`src/rtl/ps2_frame_rx_pkg.sv`:
```
// Shared PS/2 definitions: framing constants, receiver states and the
// scancodes the downstream key mapper cares about.
package ps2_pkg;

  localparam logic [7:0]  PS2_EXT        = 8'hE0;
  localparam logic [7:0]  PS2_BRK        = 8'hF0;
  localparam int unsigned PS2_FRAME_BITS = 11;

  typedef enum logic [1:0] {IDLE, RECV, CHECK} state_e;

  localparam logic [7:0] W     = 8'h1D;
  localparam logic [7:0] A     = 8'h1C;
  localparam logic [7:0] S     = 8'h1B;
  localparam logic [7:0] D     = 8'h23;
  localparam logic [7:0] SPACE = 8'h29;
  localparam logic [7:0] TAB   = 8'h0D;
  localparam logic [7:0] UP    = 8'h75;
  localparam logic [7:0] DOWN  = 8'h72;
  localparam logic [7:0] LEFT  = 8'h6B;
  localparam logic [7:0] RIGHT = 8'h74;

  // Data bits plus parity bit must hold an odd number of ones.
  function automatic logic odd_parity_ok(input logic [8:0] bits);
    return ^bits;
  endfunction

endpackage

```
`src/rtl/ps2_frame_rx_if.sv`:
```
// PS/2 receiver bus: raw keyboard pins in, qualified scancode events out.
// master = keyboard/stimulus side, slave = receiver side.
interface ps2_frame_rx_if;
  logic       ps2_clk;
  logic       ps2_data;
  logic [7:0] code;
  logic       code_valid;
  logic       is_break;
  logic       is_extended;
  logic       frame_err;
  logic       busy;

  modport master (
    output ps2_clk, ps2_data,
    input  code, code_valid, is_break, is_extended, frame_err, busy
  );

  modport slave (
    input  ps2_clk, ps2_data,
    output code, code_valid, is_break, is_extended, frame_err, busy
  );
endinterface

```
`src/rtl/ps2_line_filter.sv`:
```
// Two-flop synchroniser followed by a persistence filter for one PS/2 line.
// Also provides a falling-edge strobe of the filtered level.
module ps2_line_filter #(
  parameter int unsigned FILTER_LEN = 8
) (
  input  logic clk,
  input  logic rst,
  input  logic raw,
  output logic filt,
  output logic fe
);

  logic       sync_a;
  logic       sync_b;
  logic       level;
  logic       level_prev;
  logic [7:0] cnt;

  // Synchronise the asynchronous pin; preset high to match an idle bus.
  always_ff @(posedge clk or posedge rst) begin
    if (rst) begin
      sync_a <= 1'b1;
      sync_b <= 1'b1;
    end else begin
      sync_a <= raw;
      sync_b <= sync_a;
    end
  end

  // Flip the filtered level only after FILTER_LEN consecutive differing samples.
  always_ff @(posedge clk or posedge rst) begin
    if (rst) begin
      level <= 1'b1;
      cnt   <= '0;
    end else if (sync_b != level) begin
      if (cnt == 8'(FILTER_LEN - 1)) begin
        level <= sync_b;
        cnt   <= '0;
      end else begin
        cnt <= cnt + 8'd1;
      end
    end else begin
      cnt <= '0;
    end
  end

  // Remember last cycle's filtered level for edge detection.
  always_ff @(posedge clk or posedge rst) begin
    if (rst) level_prev <= 1'b1;
    else     level_prev <= level;
  end

  assign filt = level;
  assign fe   = level_prev & ~level;

endmodule

```
`src/rtl/ps2_frame_rx.sv`:
```
// PS/2 device-to-host frame receiver. Deserialises 11-bit frames, checks
// start/parity/stop, and folds E0/F0 prefixes into flags on the next code.
module ps2_frame_rx
  import ps2_pkg::*;
#(
  parameter int unsigned FILTER_LEN     = 8,
  parameter int unsigned TIMEOUT_CYCLES = 5000
) (
  input  logic           clk,
  input  logic           rst,
  ps2_frame_rx_if.slave  bus
);

  localparam int unsigned TW = $clog2(TIMEOUT_CYCLES);

  state_e        state;
  logic [3:0]    bitcnt;
  logic [10:0]   shreg;
  logic [TW-1:0] timer;
  logic          ext_flag;
  logic          brk_flag;
  logic [7:0]    code;
  logic          code_valid;
  logic          is_break;
  logic          is_extended;
  logic          frame_err;

  logic          clk_f;
  logic          fe;
  logic          data_f;
  logic          unused_data_fe;
  logic          unused_clk_level;
  logic [7:0]    rx_byte;
  logic          frame_ok;

  ps2_line_filter #(.FILTER_LEN(FILTER_LEN)) u_clk_filt (
    .clk  (clk),
    .rst  (rst),
    .raw  (bus.ps2_clk),
    .filt (clk_f),
    .fe   (fe)
  );

  ps2_line_filter #(.FILTER_LEN(FILTER_LEN)) u_data_filt (
    .clk  (clk),
    .rst  (rst),
    .raw  (bus.ps2_data),
    .filt (data_f),
    .fe   (unused_data_fe)
  );

  assign unused_clk_level = clk_f;

  // shreg[0] = start, [8:1] = data LSB first, [9] = parity, [10] = stop.
  assign rx_byte  = shreg[8:1];
  assign frame_ok = ~shreg[0] & shreg[10] & odd_parity_ok(shreg[9:1]);

  // Frame FSM with registered event outputs and prefix flag tracking.
  always_ff @(posedge clk or posedge rst) begin
    if (rst) begin
      state       <= IDLE;
      bitcnt      <= '0;
      shreg       <= '0;
      timer       <= '0;
      ext_flag    <= 1'b0;
      brk_flag    <= 1'b0;
      code        <= '0;
      code_valid  <= 1'b0;
      is_break    <= 1'b0;
      is_extended <= 1'b0;
      frame_err   <= 1'b0;
    end else begin
      code_valid <= 1'b0;
      frame_err  <= 1'b0;
      case (state)
        IDLE: begin
          // A falling edge with data high is a spurious edge, not a start bit.
          if (fe && !data_f) begin
            state  <= RECV;
            bitcnt <= 4'd1;
            timer  <= '0;
            shreg  <= {data_f, shreg[10:1]};
          end
        end
        RECV: begin
          // An edge takes priority over a coincident timeout.
          if (fe) begin
            shreg  <= {data_f, shreg[10:1]};
            bitcnt <= bitcnt + 4'd1;
            timer  <= '0;
            if (bitcnt == 4'(PS2_FRAME_BITS - 1)) state <= CHECK;
          end else if (timer == TW'(TIMEOUT_CYCLES - 1)) begin
            frame_err <= 1'b1;
            state     <= IDLE;
            bitcnt    <= '0;
            shreg     <= '0;
          end else begin
            timer <= timer + 1'b1;
          end
        end
        CHECK: begin
          state  <= IDLE;
          bitcnt <= '0;
          if (!frame_ok) begin
            frame_err <= 1'b1;
            ext_flag  <= 1'b0;
            brk_flag  <= 1'b0;
          end else if (rx_byte == PS2_EXT) begin
            ext_flag <= 1'b1;
          end else if (rx_byte == PS2_BRK) begin
            brk_flag <= 1'b1;
          end else begin
            code        <= rx_byte;
            is_break    <= brk_flag;
            is_extended <= ext_flag;
            code_valid  <= 1'b1;
            ext_flag    <= 1'b0;
            brk_flag    <= 1'b0;
          end
        end
        default: state <= IDLE;
      endcase
    end
  end

  assign bus.code        = code;
  assign bus.code_valid  = code_valid;
  assign bus.is_break    = is_break;
  assign bus.is_extended = is_extended;
  assign bus.frame_err   = frame_err;
  assign bus.busy        = (state != IDLE);

endmodule

```
`src/flat_wrapper.sv`:
```
// flat-port wrapper written by rule: the top's interface ports become plain ports
module ps2_frame_rx_flat import ps2_pkg::*;
#(
  parameter int unsigned FILTER_LEN     = 8,
  parameter int unsigned TIMEOUT_CYCLES = 5000
)
  (clk, rst, bus_ps2_clk, bus_ps2_data, bus_code, bus_code_valid, bus_is_break, bus_is_extended, bus_frame_err, bus_busy);
  ps2_frame_rx_if bus_i ();
  input  logic clk;
  input  logic rst;
  input wire logic [$bits(bus_i.ps2_clk)-1:0] bus_ps2_clk;
  input wire logic [$bits(bus_i.ps2_data)-1:0] bus_ps2_data;
  output wire logic [$bits(bus_i.code)-1:0] bus_code;
  output wire logic [$bits(bus_i.code_valid)-1:0] bus_code_valid;
  output wire logic [$bits(bus_i.is_break)-1:0] bus_is_break;
  output wire logic [$bits(bus_i.is_extended)-1:0] bus_is_extended;
  output wire logic [$bits(bus_i.frame_err)-1:0] bus_frame_err;
  output wire logic [$bits(bus_i.busy)-1:0] bus_busy;
  assign bus_i.ps2_clk = bus_ps2_clk;
  assign bus_i.ps2_data = bus_ps2_data;
  assign bus_code = bus_i.code;
  assign bus_code_valid = bus_i.code_valid;
  assign bus_is_break = bus_i.is_break;
  assign bus_is_extended = bus_i.is_extended;
  assign bus_frame_err = bus_i.frame_err;
  assign bus_busy = bus_i.busy;
  ps2_frame_rx #(.FILTER_LEN(FILTER_LEN), .TIMEOUT_CYCLES(TIMEOUT_CYCLES)) u_core (.clk(clk), .rst(rst), .bus(bus_i));
endmodule
```
`config.mk`:
```
export PLATFORM = sky130hd
export DESIGN_NAME = ps2_frame_rx_flat
export DESIGN_NICKNAME = d
export VERILOG_FILES = /design/src/rtl/ps2_frame_rx_pkg.sv /design/src/rtl/ps2_frame_rx_if.sv /design/src/rtl/ps2_line_filter.sv /design/src/rtl/ps2_frame_rx.sv /design/src/flat_wrapper.sv
export SDC_FILE = /design/constraint.sdc
export NUM_CORES = 1
export LEC_CHECK = 0
export CAP_MARGIN = 40
export CORE_UTILIZATION = 60
export CTS_CLUSTER_DIAMETER = 40
export DETAILED_ROUTE_END_ITERATION = 10
export PLACE_DENSITY = 0.79
export SLEW_MARGIN = 30
export SYNTH_ARGS = -nofsm -noshare
export SYNTH_HDL_FRONTEND = slang
export SYNTH_HIERARCHICAL = 1
export SYNTH_SLANG_ARGS = --single-unit
```
`constraint.sdc`:
```
create_clock -name clk -period 3.1 [get_ports clk]
set_clock_uncertainty 0.15 [all_clocks]
set_input_delay 0.775 -clock clk [delete_from_list [all_inputs] [get_ports clk]]
set_output_delay 0.775 -clock clk [all_outputs]
set_load 0.1 [all_outputs]
```
; ---- Yosys cells after proc, flatten, opt, wreduce, memory -nomap -nowiden
; Index checks and enable logic that the tools add are counted.
[word_totals]
out_inout_bits = 13
regBits = 67
elab_cells = 98
in_bits = 4
[classes]
n_addsub = 4
mux = 35
n_reduce_logical = 16
n_eq_ne = 16
n_bitwise = 7
[op_table]
columns = cell, count
row1 = $mux W13, 3
row2 = $mux W11, 3
row3 = $mux W8, 4
row4 = $pmux W13 S2, 1
row5 = $pmux W11 S2, 1
row6 = $add A8 B1 Y8 const B, 2
row7 = $eq A8 B3 Y1 const B, 2
row8 = $eq A8 B8 Y1 const B, 2
row9 = $add A13 B1 Y13 const B, 1
row10 = $eq A13 B13 Y1 const B, 1
row11 = $mux W1, 13
row12 = $mux W4, 3
row13 = $pmux W4 S3, 1
row14 = $reduce_and A3 Y1, 4
row15 = $reduce_xor A9 Y1, 1
row16 = $mux W2, 4
row17 = $reduce_and A2 Y1, 4
row18 = $ne A3 B3 Y1 const B, 2
row19 = $add A4 B1 Y4 const B, 1
row20 = $eq A4 B4 Y1 const B, 1
row21 = $not A1 Y1, 4
row22 = $pmux W2 S2, 1
row23 = $reduce_and A4 Y1, 1
row24 = $reduce_bool A2 Y1, 2
row25 = other kinds (13), 16

; ---- Depth between registers and ports, before layout
; Gate-level depths: netlist of run 1.
[depth]
word_depth = 5
ltp_mapped = 8
mapped_depth_nobuf = 6

; ---- Hierarchy
; The synthesis of run 1 kept the hierarchy.
[by_module_without_submodules]
columns = module, seq_area_each_um2, instances, cells_per_inst, area_each_um2
row1 = ps2_frame_rx, 1101.1, 1, 206, 2324.7
row2 = ps2_line_filter (u_core.u_data_filt), 305.3, 1, 46, 535.5
row3 = ps2_line_filter (u_core.u_clk_filt), 305.3, 1, 47, 521.8

; ---- Worst setup path after synthesis of run 1
; No wires, ideal clock.
[synth_path]
path_kind = register to register
from = register u_core.shreg[3]
to = register u_core.code[0] (netlist: u_core/bus.code[0])
path_slack_ns = 0.802
required_ns = 2.825
setup_time_ns = 0.125
synth_period_minus_slack_ns = 2.298
path_stages_with_launch = 8
n_path_buf = 1
arrival_time_ns = 2.022
path_cell_list = dfrtp_1 -> inv_1 -> ha_1 -> xnor3_1 -> xnor2_1 -> nor3_1 -> buf_2 -> mux2_2
[synth_via]
elab_chain_cells = 3
elab_cells_between_ends = 7
classes_between = eq/ne (2) / bitwise (3) / reduce/logical (2)
[synth_rtl]
columns = element, line
row1 = "start, declared", ps2_frame_rx.sv:18  ; logic [10:0] shreg;
row2 = "start signal, assigned", ps2_frame_rx.sv:82  ; shreg <= {data_f, shreg[10:1]};
row3 = "start signal, assigned", ps2_frame_rx.sv:88  ; shreg <= {data_f, shreg[10:1]};
row4 = $reduce_xor A9 Y1 (tied with other cells), ps2_frame_rx_pkg.sv:24  ; return ^bits;
row5 = $and A1 B1 Y1 or $not A1 Y1 (tied branches), --
row6 = $reduce_and A4 Y1 (no line) *, --
row7 = "end signal, assigned", ps2_frame_rx.sv:113  ; code <= rx_byte;
row8 = "end, declared", ps2_frame_rx.sv:22  ; logic [7:0] code;
; Mark *: on every way between the ends. The rest lies on a longest branch, timed or not.
; A chain may end at the register's enable or synchronous reset.

; ---- Worst setup path in the final report of run 1
[layout_path]
from = register u_core.u_clk_filt.level_prev
to = register u_core.timer[4]
[layout_via]
elab_chain_cells = 4
elab_cells_between_ends = 7
classes_between = eq/ne (2) / mux (2) / bitwise (1) / reduce/logical (2)
[layout_rtl]
columns = element, line
row1 = "start, declared", ps2_line_filter.sv:16  ; logic level_prev;
row2 = "start signal, assigned", ps2_line_filter.sv:50  ; else level_prev <= level;
row3 = $and A1 B1 Y1 *, ps2_line_filter.sv:54  ; assign fe = level_prev & ~level;
row4 = via u_core.fe, ps2_frame_rx.sv:29  ; logic fe;
row5 = $logic_and A1 B1 Y1, ps2_frame_rx.sv:78  ; if (fe && !data_f) begin
row6 = $ne A2 B1 Y1 (no line), --
row7 = $reduce_and A3 Y1 (no line), --
row8 = "end signal, assigned", ps2_frame_rx.sv:98  ; timer <= timer + 1'b1;
row9 = "end, declared", ps2_frame_rx.sv:19  ; logic [TW-1:0] timer;
; The timed path passes the listed nets; every way through them passes the cells marked *.

==> impl_metrics.csv, run 1 <==
group,metric,value,unit
status,run_status,"finished clean",
clock_network,cts_buffers,9,
routing,drt-vias-per-instance,5.906,
clock_network,cts_root_buf,"clkbuf_8",
timing,setup_viol,0,
clock_network,post_cts_buffers,0,
pwr,combPwrFrac,0.309,
layout,antennaDiodeCount,0,
timing,hold_violations,0,
critical_path,crit_arrival,2.61,ns
pwr,seq_power_share,0.394,
floorplanning,die_x,76.72,um
floorplanning,die_y,76.72,um
job,cap_violations,0,
pwr,clock_power_share,0.297,
clock_network,cts_num_sinks,67,
clock_network,htree_num_levels,3,
routing,wl,5.968,mm
grt,grt_pass1_wl,10.49,mm
timing,min_period,2.512,ns
critical_path,endpoint_kind,"register",
pwr,p_sw_frac,0.3577,
floorplanning,io_pins,17,
clock_network,tritoncts,"done",
floorplanning,die_area,5885,um^2
synth,synth_area,3349,um^2
timing,totalNegativeSetupSlack,0,ns
pwr,peakVddDrop,433.8,uV
worst_hold_path,hp-class,"register to register",
layout,final_nets,341,
pwr,switchingPower,1036,uW
layout,nFillCells,373,
routing,wl_per_cell,15.11,um
grt,grt_use_met3,0.03333,
grt,grt_usage,0.2289,
floorplanning,core,5238,um^2
grt,grt_max_degree,45,
timing,rsz0062_at_grt,"no",
layout,syn_to_final_growth,13.15,%
layout,drive_gt1_frac,0.1969,
routing,vias,2333,
routing,drt_pass1_iterations,4,
grt,busiest_layer,"met2",
placed_design,place_congestion,0.8118,
timing,drv_slew,0,
floorplanning,start_util,0.6395,
grt,grt_use_met1,0.2994,
critical_path,worstSetupPathType,"register to register",
grt,first_global_vias,2320,
synth,yosysWarnings,6,
critical_path,setup.worst_path.start_class,"register",
grt,grt-ovfl-total,0,
placed_design,dp.cells,379,
layout,instances_no_fill,395,
timing,fmax,398.1,MHz
routing,drt_iter0_markers,149,
clock_network,hold_buffers,0,
clock_network,worstSkewPairLatency,0.33,ns
pwr,p_leak,0.001723,uW
routing,ant_nets,0,
synth,synth.avg_cell_area,11.28,um^2
synth,synthesis.nets,318,
clock_network,cts.clk_slew.worst_paths,0.07,ns
grt,use_met2,0.3696,
routing,drc,0,
placed_design,portBuffers,16,
pwr,p_per_area,764.0,nW/um^2
critical_path,worstPathMaxFanout,14,
timing,post-route-period-util,0.8104,
grt,antenna_found_initial,0,
floorplanning,placementRows,26,
critical_path,crit_required,3.20,ns
clock_network,clk_path_buf_depth,2,
clock_network,cts_resized,0,
timing,slew_headroom,0.5244,
timing,worstMarginPinSlew,0.7134,ns
pwr,internal-power,1860,uW
placed_design,dp_hpwl,4.116,mm
synth,syn_inst,297,
-- metrics by stage --
stage	utilization	total power (uW)	hold slack [ns]	instance area [um^2]	worst slack, ns
floorplan	-	1859	0.1952	3349	0.8023
global placement	0.6765	1998	0.1962	3543	0.6517
detailed placement	0.6780	2046	0.1975	3551	0.6655
CTS	0.7236	2922	0.2083	3790	0.5643
global route	0.7236	3077	0.2124	3790	0.4235
finish	0.7236	2896	0.2089	3790	0.5878
-- worst max-delay path: stages (launching register included) --
cell and delay, ns:
dfstp_2 0.51, nor2b_1 0.38, and3b_1 0.33, nor2_1 0.14, buf_4 0.20, or4_1 0.53
a21oi_1 0.18
-- cell usage in the layout, fill, tap and decap left out, drive strengths merged, types with 4 or more instances in the layout --
master,n
o31ai,9
inv,19
o21ai,16
dfstp,7
nand2,16
clkbuf,10
mux2,15
buf,16
nand3,13
or4,7
xnor2,4
and2,4
nor2,14
nor2b,5
xor2,7
a21oi,15
or3,8
dfrtp,60
ha,17
a22o,11
nand4,4
nand2b,4
nor4,4
-- path summary, 6_finish.rpt --
check	startpoint	end	slack [ns]	cells after the start
worst min register to register	u_core/u_clk_filt/sync_a$_DFF_PP1_	u_core/u_clk_filt/sync_b$_DFF_PP1_	0.21	0
max in group asynchronous	rst	u_core/bitcnt[0]$_DFFE_PP0P_	1.64	3
worst max register to register	u_core/u_clk_filt/level_prev$_DFF_PP1_	u_core/timer[4]$_DFFE_PP0P_	0.59	6
worst max-delay path	u_core/u_clk_filt/level_prev$_DFF_PP1_	u_core/timer[4]$_DFFE_PP0P_	0.59	6
min in group asynchronous	rst	u_core/u_data_filt/cnt[0]$_DFF_PP0_	0.63	2
worst min-delay path	u_core/u_clk_filt/sync_a$_DFF_PP1_	u_core/u_clk_filt/sync_b$_DFF_PP1_	0.21	0
-- metal layers --
metal  routed length, um  part of all wire
met5                   0                 0
met4                 113             0.019
met3                 131             0.022
met2                2901              0.49
met1                2822              0.47
-- flip-flops by register name, summed over array words and instances (netlist names), 2 cells and up --
register / cells
u_core/bitcnt: 4
u_core/bus.code: 8
u_core/shreg: 11
u_core/state: 2
u_core/timer: 13
u_core/u_clk_filt/cnt: 8
u_core/u_data_filt/cnt: 8
-- area by class of cell --
type	count	area, um^2	share of cell area
repair buffers	19	150.1	0.03962
multi-input cells	204	1556	0.4107
inverters	19	71.32	0.01882
well taps	70	87.58	0.02311
clock buffers	10	127.6	0.03367
flip-flops and latches	67	1685	0.4447
clock inverters	6	111.4	0.02938
-- power by group through the flow --
stage | registers, uW | logic (uW) | clock network (uW)
2_1_floorplan | 1140 | 723 | 0
3_3_place_gp | 1150 | 847 | 0
3_5_place_dp | 1160 | 889 | 0
4_1_cts | 1140 | 898 | 883
5_1_grt | 1160 | 989 | 926
6_report | 1140 | 895 | 859
No activity file was read; power rests on OpenSTA's default activity.
==> run 2, diff against run 1 <==
- clock period: 3.1 -> 2.6 ns (I/O delays scaled with it)
==> run 2 against run 1 <==
Effect of this change: core utilization about the same; sequential power up 19%; non-clock buffer count increased by 5; power up 13%; critical path depth rose by 1; sequential share of layout area hardly changed; register-to-register slack worse by 0.41 ns; final area about the same; flip-flop and latch count stayed put.
==> impl_metrics.csv, run 2 (synthesis results as in run 1) <==
group,metric,value,unit
status,run_status,"finished clean",
placed_design,portBuffers,16,
floorplanning,io_pins,17,
grt,grt_usage,0.2325,
routing,drt-vias-per-instance,5.992,
routing,ant_nets,0,
clock_network,cts_root_buf,"clkbuf_8",
clock_network,hold_buffers,0,
critical_path,crit_buf_inv,2,
floorplanning,core,5238,um^2
critical_path,endpoint_kind,"register",
critical_path,path_cells,"inv_1 -> ha_1 -> and3b_1 -> nor2_1 -> clkbuf_4 -> or4b_1 -> o31ai_1",
floorplanning,die_x,76.72,um
critical_path,crit_required,2.71,ns
layout,largest-register,"u_core/timer",
critical_path,cpPeakStageDelay,0.58,ns
critical_path,rr_worst_depth,7,
routing,wl_per_cell,15.07,um
grt,grt_max_degree,45,
timing,drv_slew,0,
timing,totalNegativeSetupSlack,0,ns
routing,drc,0,
clock_network,cts_num_sinks,67,
routing,drt_iter0_markers,122,
critical_path,path_delay_family,"simple AND/OR/NAND/NOR gates",
worst_hold_path,min_path_cells,0,
clock_network,tritoncts,"done",
routing,drt_pass1_iterations,4,
placed_design,dp_hpwl,4.140,mm
placed_design,pre_cts_ws,0.1281,ns
placed_design,place_congestion,0.7703,
timing,hold_slack,0.2050,ns
floorplanning,die_y,76.72,um
critical_path,worstSetupPathType,"register to register",
pwr,p_per_area,860.4,nW/um^2
placed_design,place_area,3606,um^2
timing,post-route-period-util,0.9322,
clock_network,cts.clk_slew.worst_paths,0.07,ns
timing,rsz0062_at_grt,"no",
layout,antennaDiodeCount,0,
layout,layout_commonest_cell,"dfrtp_1",
critical_path,crit_path_top_delay_cell,"or4b_1",
timing,min_period,2.424,ns
clock_network,htree_num_levels,3,
clock_network,cts_buffers,9,
layout,final_cell_mix,"dfrtp_1 (60), buf_4 (18), inv_1 (18), ha_1 (17), a21oi_1 (15)",
layout,final_nets,346,
timing,setup_viol,0,
clock_network,post_cts_buffers,0,
timing,slew_headroom,0.6716,
critical_path,worstPathMaxFanout,14,
critical_path,crit_arrival,2.53,ns
grt,grt_pass1_wl,10.43,mm
critical_path,setup.worst_path.start_class,"register",
timing,fmax,412.6,MHz
clock_network,worstSkewPairLatency,0.34,ns
layout,syn_to_final_growth,13.07,%
clock_network,clk_path_buf_depth,2,
routing,vias,2385,
timing,worstMarginPinSlew,0.4925,ns
floorplanning,placementRows,26,
layout,largestRegisters,"u_core/timer x13, u_core/shreg x11",
critical_path,r2r_slack,0.18,ns
routing,wl,5.996,mm
job,cap_violations,0,
pwr,p_leak,0.001726,uW
timing,hold_violations,0,
floorplanning,start_util,0.6395,
floorplanning,die_area,5885,um^2
worst_hold_path,hp-class,"register to register",
pwr,peakVddDrop,555.1,uV
grt,grt-ovfl-total,0,
layout,largest_register_ffs,13,
timing,fin_ws,0.1763,ns
grt,first_global_vias,2289,
critical_path,path_depth,7,
grt,antenna_found_initial,0,
layout,stdcell_area,3787,um^2
layout,drive_gt1_frac,0.2073,
==> run 2: cell count changes in the layout (fill, tap and decap cells not counted), moves of 2 or more <==
cell / before / now
buf_4: 16 / 18
bufinv_16: 3 / 0
clkbuf_8: 9 / 11
buf_12: 0 / 2
==> run 2: worst paths after layout <==
path	start	to
worst max-delay path	u_core/state[0]$_DFFE_PP0P_	u_core/timer[11]$_DFFE_PP0P_
worst min-delay path	u_core/u_data_filt/sync_a$_DFF_PP1_	u_core/u_data_filt/sync_b$_DFF_PP1_
worst max register to register	u_core/state[0]$_DFFE_PP0P_	u_core/timer[11]$_DFFE_PP0P_
worst min register to register	u_core/u_data_filt/sync_a$_DFF_PP1_	u_core/u_data_filt/sync_b$_DFF_PP1_
max in group asynchronous	rst	u_core/u_clk_filt/sync_b$_DFF_PP1_
min in group asynchronous	rst	u_core/u_data_filt/cnt[4]$_DFF_PP0_
==> run 2: per-stage QoR <==
stage | instances | total power, uW | utilization
global route | 398 | 3476 | 0.7231
global placement | 383 | 2469 | 0.6885
detailed placement | 383 | 2503 | 0.6885
floorplan | 297 | 2216 | -
CTS | 397 | 3274 | 0.7205
finish | 398 | 3259 | 0.7231
==> run 2: report_power, final <==
group / internal, uW / switching (uW) / leakage (uW)
logic: 441 / 698 / 0.000743
registers: 1200 / 161 / 0.000899
clock network: 386 / 372 / 0.0000843
==> run 2: cell type report <==
type	instances	area (um^2)
Sequential cell	67	1685
Multi-Input combinational cell	204	1563
Fill cell	364	1450
Timing Repair Buffer	24	212.7
Clock buffer	12	155.1
Tap cell	70	87.58
Inverter	19	71.32
Clock inverter	2	12.51
==> run 2: timing repair <==
action,in CTS,in global routing
resized for setup,0,2
setup endpoints to repair,0,2
endpoints found under the hold margin,0,0
==> run 2: layer usage <==
layer,track usage,up-vias,share of wire
met1,0.2889,1163,0.45
met4,0.1269,0,0.028
met2,0.3661,59,0.48
met5,0,-,0
li1,-,1143,-
met3,0.06667,20,0.040
==> run 3, diff against run 2 <==
- CAP_MARGIN: 40 -> 20
- CTS_CLUSTER_SIZE: default -> 24
==> run 3 against run 2 <==
Effect of this change: non-clock buffer count fell by 1; die area unchanged; combinational power about the same; via count fell by 0.46%; flip-flop and latch count did not move; maximum frequency up 2.8%; core utilization shrank 0.21 points; setup slack improved by 0.066 ns; final area decreased by 0.30%.
==> impl_metrics.csv, run 3 (synthesis results as in run 1) <==
group,metric,value,unit
clock_network,htree_num_levels,3,
status,run_status,"finished clean",
timing,worstMarginPinSlew,0.5489,ns
worst_hold_path,worstHoldStart,"u_core/u_data_filt/sync_a$_DFF_PP1_",
routing,drt-vias-per-instance,5.980,
layout,largest_register_ffs,13,
pwr,p_per_area,859.5,nW/um^2
clock_network,post_cts_buffers,0,
grt,antenna_found_initial,0,
routing,ant_nets,0,
placed_design,dp_hpwl,4.140,mm
floorplanning,die_area,5885,um^2
placed_design,place_congestion,0.7703,
grt,grt_max_degree,45,
pwr,p_total,3246,uW
routing,drt_pass1_iterations,6,
layout,largestRegisters,"u_core/timer x13, u_core/shreg x11",
layout,stdcell_area,3776,um^2
worst_hold_path,hp-class,"register to register",
grt,grt_pass1_wl,10.43,mm
layout,layout_commonest_cell,"dfrtp_1",
timing,slew_headroom,0.6337,
clock_network,cts.clk_slew.worst_paths,0.07,ns
grt,grt-ovfl-total,0,
grt,first_global_vias,2289,
layout,antennaDiodeCount,0,
timing,fmax,424.2,MHz
critical_path,endpoint_kind,"register",
layout,drive_gt1_frac,0.2049,
timing,drv_slew,0,
layout,final_nets,345,
critical_path,cpPeakStageDelay,0.40,ns
layout,final_cell_mix,"dfrtp_1 (60), buf_4 (18), inv_1 (18), ha_1 (17), a21oi_1 (15)",
critical_path,path_cells,"inv_1 -> ha_1 -> xnor3_1 -> xnor2_1 -> nor3_1 -> buf_4 -> mux2_2",
job,cap_violations,0,
clock_network,cts_root_buf,"clkbuf_8",
pwr,p_leak,0.001722,uW
clock_network,tritoncts,"done",
floorplanning,die_x,76.72,um
floorplanning,core,5238,um^2
critical_path,crit_required,2.67,ns
clock_network,cts_buffers,9,
critical_path,rr_worst_depth,7,
routing,drt_iter0_markers,136,
layout,largest-register,"u_core/timer",
grt,grt_usage,0.2325,
routing,wl,5.988,mm
timing,totalNegativeSetupSlack,0,ns
placed_design,portBuffers,16,
clock_network,cts_num_sinks,67,
pwr,peakVddDrop,554.9,uV
critical_path,crit_start,"u_core/shreg[3]$_DFFE_PP0P_",
timing,post-route-period-util,0.9066,
critical_path,endpoint,"u_core/bus.code[2]$_DFFE_PP0P_",
floorplanning,die_y,76.72,um
layout,syn_to_final_growth,12.74,%
critical_path,worstPathMaxFanout,11,
critical_path,crit_arrival,2.43,ns
critical_path,crit_buf_inv,2,
clock_network,worstSkewPairLatency,0.34,ns
critical_path,r2r_slack,0.24,ns
timing,rsz0062_at_grt,"no",
routing,wl_per_cell,15.08,um
critical_path,crit_path_top_delay_cell,"dfrtp_1",
critical_path,worstSetupPathType,"register to register",
critical_path,worst_r2r_startpoint,"u_core/shreg[3]$_DFFE_PP0P_",
critical_path,path_delay_family,"XOR/XNOR gates",
floorplanning,io_pins,17,
timing,setup_viol,0,
timing,min_period,2.357,ns
critical_path,path_depth,7,
critical_path,reg2reg_to,"u_core/bus.code[2]$_DFFE_PP0P_",
timing,hold_violations,0,
clock_network,clk_path_buf_depth,2,
placed_design,place_area,3606,um^2
critical_path,setup.worst_path.start_class,"register",
routing,vias,2374,
routing,drc,0,
floorplanning,start_util,0.6395,
floorplanning,placementRows,26,
run 3: changes by cell type in the layout (fill, tap and decap cells not counted):
cell / previous run / this run
nor2_1: 14 / 13
clkbuf_4: 1 / 0
nor2_2: 0 / 1
nor4_2: 1 / 0
o21ai_0: 13 / 14
o21ai_1: 1 / 0
nor4_1: 2 / 3
run 3: worst register-to-register path, delay by kind of cell (launching register included):
family        cells  cell delay [ns]
mux               1             0.35
buf+inv           2             0.28
fa+ha+maj         1             0.30
xor+xnor          2             0.55
flops             1             0.40
simple gates      1             0.20
run 3: final cells by class:
type | count | area (um^2)
repair buffers | 23 | 205.2
fillers | 365 | 1461
clock buffers | 12 | 155.1
inverters | 19 | 71.32
well taps | 70 | 87.58
multi-input cells | 204 | 1559
clock inverters | 2 | 12.51
flip-flops and latches | 67 | 1685
run 3: timing repair:
item | CTS | global route
endpoints found under the setup margin | 0 | 2
resized for setup | 0 | 1
hold buffers | 0 | 0
run 3: power by group:
| group | total (uW) | internal [uW] | switching (uW) |
|---|---|---|---|
| logic | 1130 | 431 | 697 |
| clock network | 757 | 386 | 371 |
| registers | 1360 | 1200 | 160 |
| total | 3250 | 2020 | 1230 |
run 3: worst min path at each step:
stage,depth (start not counted),to
after floorplan,0,u_core/u_clk_filt/sync_b$_DFF_PP1_
after CTS,0,u_core/u_data_filt/sync_b$_DFF_PP1_
after global placement,0,u_core/u_clk_filt/sync_b$_DFF_PP1_
final,0,u_core/u_data_filt/sync_b$_DFF_PP1_
after detailed placement,0,u_core/u_data_filt/sync_b$_DFF_PP1_
after global routing,0,u_core/u_data_filt/sync_b$_DFF_PP1_
run 3: per-stage QoR:
| stage | hold WS [ns] | std cells | setup slack, ns | util |
|---|---|---|---|---|
| after global placement | 0.1963 | 383 | 0.2458 | 0.6885 |
| after CTS | 0.2069 | 397 | 0.08511 | 0.7205 |
| final | 0.2050 | 397 | 0.2428 | 0.7210 |
| after detailed placement | 0.1973 | 383 | 0.1281 | 0.6885 |
| after global routing | 0.2099 | 397 | 0.06235 | 0.7210 |
| after floorplan | 0.1952 | 297 | 0.3023 | - |
run 3: metal layers:
layer  up-vias  global-route usage  wire (um)
met3        18             0.06667        198
met2        45              0.3661       2889
met1      1163              0.2889       2744
met5         -                   0          0
met4         0              0.1269        156
li1       1148                   -          -
